<file path="src/rtl/pipeline_ctrl.sv">
// ============================================================================
// Module      : pipeline_ctrl
// Description : Stall/flush sequencer for the six-stage pipeline, with
//               saturating stall-cycle and flush counters.
// Revision    : 1.0 - initial release
// ============================================================================
`default_nettype none

module pipeline_ctrl #(
    parameter int                    ADDR_WIDTH      = 32,
    parameter logic [ADDR_WIDTH-1:0] EXC_VECTOR      = 32'hBFC00380,
    parameter int                    STALL_CNT_WIDTH = 32,
    parameter int                    FLUSH_CNT_WIDTH = 16
) (
    input  logic                       clk,
    input  logic                       rst,
    input  logic                       stall_req_if,
    input  logic                       stall_req_id,
    input  logic                       stall_req_ex,
    input  logic                       stall_req_mem,
    input  logic                       exc_valid,
    input  logic                       exc_is_eret,
    input  logic [ADDR_WIDTH-1:0]      cp0_epc,
    input  logic                       cnt_clr,
    output logic [5:0]                 stall,
    output logic                       flush,
    output logic [ADDR_WIDTH-1:0]      redirect_pc,
    output logic [STALL_CNT_WIDTH-1:0] stall_cnt,
    output logic [FLUSH_CNT_WIDTH-1:0] flush_cnt
);

    localparam logic [1:0] ST_RUN      = 2'd0;
    localparam logic [1:0] ST_EXC_WAIT = 2'd1;
    localparam logic [1:0] ST_FLUSH    = 2'd2;

    localparam logic [5:0] c_stall_all = 6'b111111;
    localparam logic [STALL_CNT_WIDTH-1:0] c_stall_one = {{(STALL_CNT_WIDTH-1){1'b0}}, 1'b1};
    localparam logic [FLUSH_CNT_WIDTH-1:0] c_flush_one = {{(FLUSH_CNT_WIDTH-1){1'b0}}, 1'b1};

    logic [1:0]                 r_state;
    logic [1:0]                 w_state_next;
    logic                       r_eret;
    logic [ADDR_WIDTH-1:0]      r_epc;
    logic [STALL_CNT_WIDTH-1:0] r_stall_cnt;
    logic [FLUSH_CNT_WIDTH-1:0] r_flush_cnt;
    logic [5:0]                 w_stall_dec;
    logic [5:0]                 w_stall;
    logic                       w_flush;
    logic                       w_bus_busy;

    assign w_bus_busy = stall_req_if | stall_req_mem;

    // Highest stalled stage wins; the stage below it gets a bubble.
    always_comb begin
        w_stall_dec = 6'b000000;
        if (stall_req_mem)     w_stall_dec = 6'b011111;
        else if (stall_req_ex) w_stall_dec = 6'b001111;
        else if (stall_req_id) w_stall_dec = 6'b000111;
        else if (stall_req_if) w_stall_dec = 6'b000011;
    end

    always_ff @(posedge clk or negedge rst) begin
        if (!rst) r_state <= ST_RUN;
        else      r_state <= w_state_next;
    end

    always_comb begin
        w_state_next = r_state;
        case (r_state)
            ST_RUN: begin
                if (exc_valid) w_state_next = w_bus_busy ? ST_EXC_WAIT : ST_FLUSH;
            end
            ST_EXC_WAIT: begin
                if (!w_bus_busy) w_state_next = ST_FLUSH;
            end
            ST_FLUSH: w_state_next = ST_RUN;
            default:  w_state_next = ST_RUN;
        endcase
    end

    always_comb begin
        w_stall = 6'b000000;
        w_flush = 1'b0;
        case (r_state)
            ST_RUN:      w_stall = exc_valid ? c_stall_all : w_stall_dec;
            ST_EXC_WAIT: w_stall = c_stall_all;
            ST_FLUSH:    w_flush = 1'b1;
            default:     w_stall = 6'b000000;
        endcase
    end

    // Request inputs feed stall directly, so reset must mask them too.
    assign stall = rst ? w_stall : 6'b000000;
    assign flush = w_flush;
    assign redirect_pc = w_flush ? (r_eret ? r_epc : EXC_VECTOR) : '0;

    always_ff @(posedge clk or negedge rst) begin
        if (!rst) begin
            r_eret <= 1'b0;
            r_epc  <= '0;
        end else if (r_state == ST_RUN && exc_valid) begin
            r_eret <= exc_is_eret;
            r_epc  <= cp0_epc;
        end
    end

    always_ff @(posedge clk or negedge rst) begin
        if (!rst) begin
            r_stall_cnt <= '0;
            r_flush_cnt <= '0;
        end else if (cnt_clr) begin
            r_stall_cnt <= '0;
            r_flush_cnt <= '0;
        end else begin
            if (w_stall != 6'b000000 && !(&r_stall_cnt))
                r_stall_cnt <= r_stall_cnt + c_stall_one;
            if (w_flush && !(&r_flush_cnt))
                r_flush_cnt <= r_flush_cnt + c_flush_one;
        end
    end

    assign stall_cnt = r_stall_cnt;
    assign flush_cnt = r_flush_cnt;

endmodule

`default_nettype wire

</file>
<file path="config.mk">
export PLATFORM = sky130hd
export DESIGN_NAME = pipeline_ctrl
export DESIGN_NICKNAME = d
export VERILOG_FILES = /design/src/rtl/pipeline_ctrl.sv
export SDC_FILE = /design/constraint.sdc
export NUM_CORES = 1
export LEC_CHECK = 0
export ABC_CLOCK_PERIOD_IN_PS = 2500
export CAP_MARGIN = 20
export CORE_UTILIZATION = 45
export CTS_BUF_LIST = sky130_fd_sc_hd__clkbuf_16
export DETAILED_ROUTE_END_ITERATION = 10
export PLACE_DENSITY = 0.77
export SLEW_MARGIN = 20
export SYNTH_ARGS = -nofsm -noshare
export SYNTH_HDL_FRONTEND = slang
export SYNTH_SLANG_ARGS = --single-unit
</file>
<file path="constraint.sdc">
create_clock -name clk -period 2.5 [get_ports clk]
set_input_delay 0.25 -clock clk [delete_from_list [all_inputs] [get_ports clk]]
set_output_delay 0.25 -clock clk [all_outputs]
set_load 0.01 [all_outputs]
</file>
# After elaboration in Yosys (flattened, before gate mapping)
# Index checks and enable logic that the tools add are counted.
# classes
n_addsub	2
eq_ne	4
mux	18
bitwise_logic	1
n_reduce_logical	12
# ops
op	n
2-to-1 mux 32 bit	4
adder 32 x 1 -> 32 bit, second input constant	1
2-to-1 mux 16 bit	2
AND reduction 32 bit	1
2-to-1 mux 6 bit	4
adder 16 x 1 -> 16 bit, second input constant	1
AND reduction 16 bit	1
case mux 6 bit (2 select lines)	1
2-to-1 mux 2 bit	4
nonzero test 6 bit	1
inequality test 2 bit, second input constant	2
case mux 2 bit (2 select lines)	1
nonzero test 2 bit	2
logical AND 1 bit	3
2-to-1 mux 3 bit	1
equality test 2 x 1 -> 1 bit, second input constant	1
equality test 2 bit, second input constant	1
zero test 1 bit	2
zero test 2 bit	1
AND reduction 2 bit	1
2-to-1 mux 1 bit	1
OR 1 bit	1
# word_totals
reg_bits	83
input_bits	41
out_inout_bits	87

# Depth between registers and ports, before layout
# depth
word_depth	10
mapped_depth	7

# Worst setup path before layout
# No wires, ideal clock.
# synth_timing
kind	reg2reg
startpoint	register r_flush_cnt[0] (netlist: flush_cnt[0])
endpoint	register r_flush_cnt[15] (netlist: flush_cnt[15])
arrival_time_ps	1918
t_required_ps	2375
path_slack_ps	457
path_stages_with_launch	7
period_less_slack_ps	2043
path_cell_list	dfrtp_1 > ha_1 > nand2_1 > or4_1 > o21ai_1 > or3_1 > mux2_2
# synth_via
elab_chain_cells	4
elab_cells_between_ends	7
classes_between	add/sub (1); mux (2); reduce/logical (4)
# synth_lines
element	line_no	rtl
from (decl)	45	logic [FLUSH_CNT_WIDTH-1:0] r_flush_cnt;
from (signal assigned)	118	r_flush_cnt <= r_flush_cnt + c_flush_one;
parallel branches: the longest is 4 deep, another holds adder 16 x 1 -> 16 bit	-	
# Several ways; the timed one is not identified. The select of a mux whose other input is x is not followed.
# A chain may end at the register's enable or synchronous reset.

# Worst setup path after layout
# layout_timing
startpoint	register r_state[0]
endpoint	output stall[1]
# layout_via
elab_chain_cells	3
elab_cells_between_ends	4
classes_between	eq/ne (1); mux (2); reduce/logical (1)
# layout_lines
element	line_no	rtl
from (decl)	40	logic [1:0] r_state;
from (signal assigned)	64	else r_state <= w_state_next;
equality test 2 x 1 -> 1 bit or zero test 2 bit (tied branches)	84	case (r_state)
case mux 6 bit (2 select lines) *	84	
2-to-1 mux 6 bit *	93	assign stall = rst ? w_stall : 6'b000000;
to (decl)	25	output logic [5:0] stall,
# Every way passes the cells marked *; elsewhere a longest branch is shown, timed or not.

==> impl_results.md <==
- Final WS setup: around 0.17 ns
- Maximum VDD drop: roughly 0.3 mV
- P_sw: approximately 830 uW
- Critical path class: reg2out
- Outcome: finished clean
- Adder-cell share of the synthesized area: less than 1%
- Vias/cell: 5.54
- Max Clock Skew: 0.00985 ns
- Die Y: 98.7 um
- Pre-CTS setup slack: between 0.1 and 0.15 ns
- R2R Setup Slk: approximately 0.22 ns
- CP delay by family, top: simple AND/OR/NAND/NOR gates
- Setup crit start kind: register
- Antenna violations before repair: 0
- Row count: 34
- Worst EP arrival: approximately 2.1 ns
- Final setup fails: 0
- First-pass GRT wire length: 17,400 um
- Worst-Skew Late Latency: around 0.33 ns
- Synthesized instance count: roughly 430
- CTS H-tree lvls: 3
- Clock share of power: between 30% and 40%
- Vias in the first global route: around 3,600
- Static Leak: 2.39 nW
- Post-synthesis register bit count: slightly above 80
- Share of cells above drive strength 1: between 10 and 15%
- Avg WL per Cell: between 15 and 20 um
- Starting Density: ~47%
- Die X: about 99 um
- Peak Freq: 428 MHz
- EDFF count, synth: 0
- DR DRC count: 0
- Postcts setup bufs: 0
- Reg2reg start: stall_cnt[0]$_DFFE_PN0P_
- Slew HR: a little under half
- Top_reg_cell synth: dfrtp_1
- Final cell count without fillers: around 670
- Clock root buffer: clkbuf_16
- Setup_tns: 0 ns
- Detail Route Antenna Nets: 0
- CTS clk-pin slew, worst paths: about 0.060 ns
- Synth Area in XOR/XNOR: between 3 and 4%
- Crit path buf inv count: 1
- Yosys warning count: 0
- Yosys cell types: 39
- Final Cycle Share: between 90% and 100%
- Detailed Place HPWL: ~7500 um
- CP max stage cell: nor4_2
- Sequential fraction of the synthesis area: around half
- Sequential power share: about 48%
- Async SR Flop Fraction: 100%
- TritonCTS Buffers: 9
- TritonCTS clock tree: done
- Die area: around 0.0097 sq mm
- Mux contribution to synthesized area: roughly 6.4%
- Area Overhead vs Synth: 40.0%
- Crit end category: output port
- CP cell instances: nor4_2 -> a21oi_1 -> clkdlybuf4s50_1
- FF-to-FF path depth: 6
- Total grt overflow: 0
- Worst hold margin: 0.0109 ns
- Slew Limit Fails: 0
- Pre-antenna DRT Iters: 4
- Worst Tran Pin Value: ~0.8 ns
- Port buffer count: 127
- Final Net Count: approximately 600
- Crit path required time: around 2.3 ns
- Post-Syn Area: around 0.0042 sq mm
- Endpoints failing hold: 0
- Clk sinks: 83
- Max clock buf depth: 2
- Final core area utilization: between 60% and 70%
- Switching Fraction: between 20 and 30%
- Post-Place Cells: about 660
- Simple-Gate Fraction of Synth Area: roughly a fifth
- I/O pins: 128
- Core ar.: roughly 0.0089 sq mm
- CP max stage delay: 0.64 ns
- WL final: between 10,000 and 15,000 um
- Iter 0 DRT Violations: 122
- Placer Congestion: 0.855
- Largest family of logic cells by synthesized area: simple AND/OR/NAND/NOR gates
- Final min period: between 2 and 2.5 ns
- HP Class: in2async
- Avg Cell Area, Syn: about 9.7 sq um
- PD cells: 562 mW/mm^2
- Crit-path max FO: 5
- Pint: 2.49 mW
- Hold_buf cts: 0
- Capturing point of the worst reg2reg path: stall_cnt[18]$_DFFE_PN0P_
- Post-Synthesis Net Count: 475
- Max-cap violations: 0
- Synth Area in Compound Gates: 14.4%
- Gr usage total: around 22%
- Comb power frac: 13.1%
- Largest net degree at the start of global routing: 47
- ANT cells: 0
- Vias: 3,724
[through the flow]
step / cell area, sq um / total power, mW
5_1_grt: 5890 / 3.46
6_report: 5890 / 3.31
3_5_place_dp: 5600 / 2.04
2_1_floorplan: 4210 / 1.80
3_3_place_gp: 5600 / 2.02
4_1_cts: 5890 / 3.35
[timing repair]
item | in CTS | in global routing
resized for setup | 1 | 1
gates cloned | 0 | 0
setup endpoints to repair | 21 | 20
[worst max-delay path by stage]
stage,from,to,depth (start not counted)
detailed placement,stall_req_if,stall_cnt[18]$_DFFE_PN0P_,6
finish,r_state[0]$_DFFE_PN0P_,stall[1],3
floorplan,flush_cnt[0]$_DFFE_PN0P_,flush_cnt[15]$_DFFE_PN0P_,6
global route,r_state[0]$_DFFE_PN0P_,stall[1],3
global placement,stall_req_if,stall_cnt[22]$_DFFE_PN0P_,6
CTS,r_state[1]$_DFFE_PN0P_,redirect_pc[30],4
[state kept, by name, indices dropped and copies added, names as in the netlist]
register,flops
r_epc,32
stall_cnt,32
flush_cnt,16
r_state,2
r_eret,1
[synth_stat cells (3+ instances only)]
library cell  count  area [sq um]
xnor2_1           3          26.3
and2_1            4          25.0
nor3_1            6          30.0
or3_1            21           131
buf_6             3          33.8
mux2_2           22           248
o2111ai_1         4          35.0
nor2_1           31           116
nand3_1          13          65.1
o31ai_1           7          52.6
nand4_1           9          56.3
inv_1            19          71.3
a21oi_1          41           205
and4_1            3          26.3
o21ai_0          33           165
o211ai_1          7          52.6
clkbuf_1         19          71.3
or4_1             9          67.6
nand2_1          31           116
xor2_1           15           131
dfrtp_1          83          2080
and3_1           25           156
[layer usage]
layer | part of all wire [%] | track usage (%) | vias to the layer above
met5 | 0 | 0 | -
li1 | - | - | 1797
met1 | 44 | 29.3 | 1822
met3 | 4.2 | 5.39 | 16
met2 | 50 | 36.4 | 89
met4 | 1.7 | 8.38 | 0
[power by group through the flow]
| stage | Sequential, mW | Combinational [mW] | Clock [mW] |
|---|---|---|---|
| floorplan | 1.55 | 0.248 | 0 |
| global placement | 1.59 | 0.428 | 0 |
| detailed placement | 1.60 | 0.439 | 0 |
| CTS | 1.58 | 0.441 | 1.33 |
| global route | 1.59 | 0.485 | 1.39 |
| finish | 1.57 | 0.435 | 1.31 |
[worst reg2reg max path: stages (launching register included)]
cell and delay [ns]:
dfrtp_1 0.41, ha_1 0.23, nand2_1 0.14, a2111oi_4 0.51
nand3_1 0.36, or3_1 0.42, a21oi_1 0.14
[layout by cell type, fill, tap and decap left out, types with 3 or more instances in the layout]
cell             instances
clkdlybuf4s50_1        126
dfrtp_1                 83
a21oi_1                 41
o21ai_0                 33
nor2_1                  31
nand2_1                 31
and3_1                  25
mux2_2                  22
or3_1                   21
inv_1                   19
xor2_1                  15
nand3_1                 13
buf_4                   13
nand4_1                  9
or4_1                    9
clkbuf_16                9
o31ai_1                  7
o211ai_1                 7
nor3_1                   6
and2_1                   4
o2111ai_1                4
clkinv_2                 3
and4_1                   3
xnor2_1                  3
[cell families after synthesis]
| kind of cell | Yosys count |
|---|---|
| AO/OA/AOI/OAI | 98 |
| multiplexers | 24 |
| flip-flops | 83 |
| buffers and inverters | 43 |
| adder cells (fa/ha/maj) | 2 |
| XOR/XNOR | 18 |
| AND/OR/NAND/NOR | 164 |
[cell type report]
| type | instances | area [sq um] |
|---|---|---|
| clock buffer | 9 | 225 |
| clock inverter | 7 | 68.8 |
| fill | 730 | 3000 |
| inverter | 20 | 76.3 |
| multi-input combinational | 306 | 1950 |
| sequential | 83 | 2080 |
| tap | 108 | 135 |
| timing repair buffer | 139 | 1360 |
(Power assumes the default switching activity.)
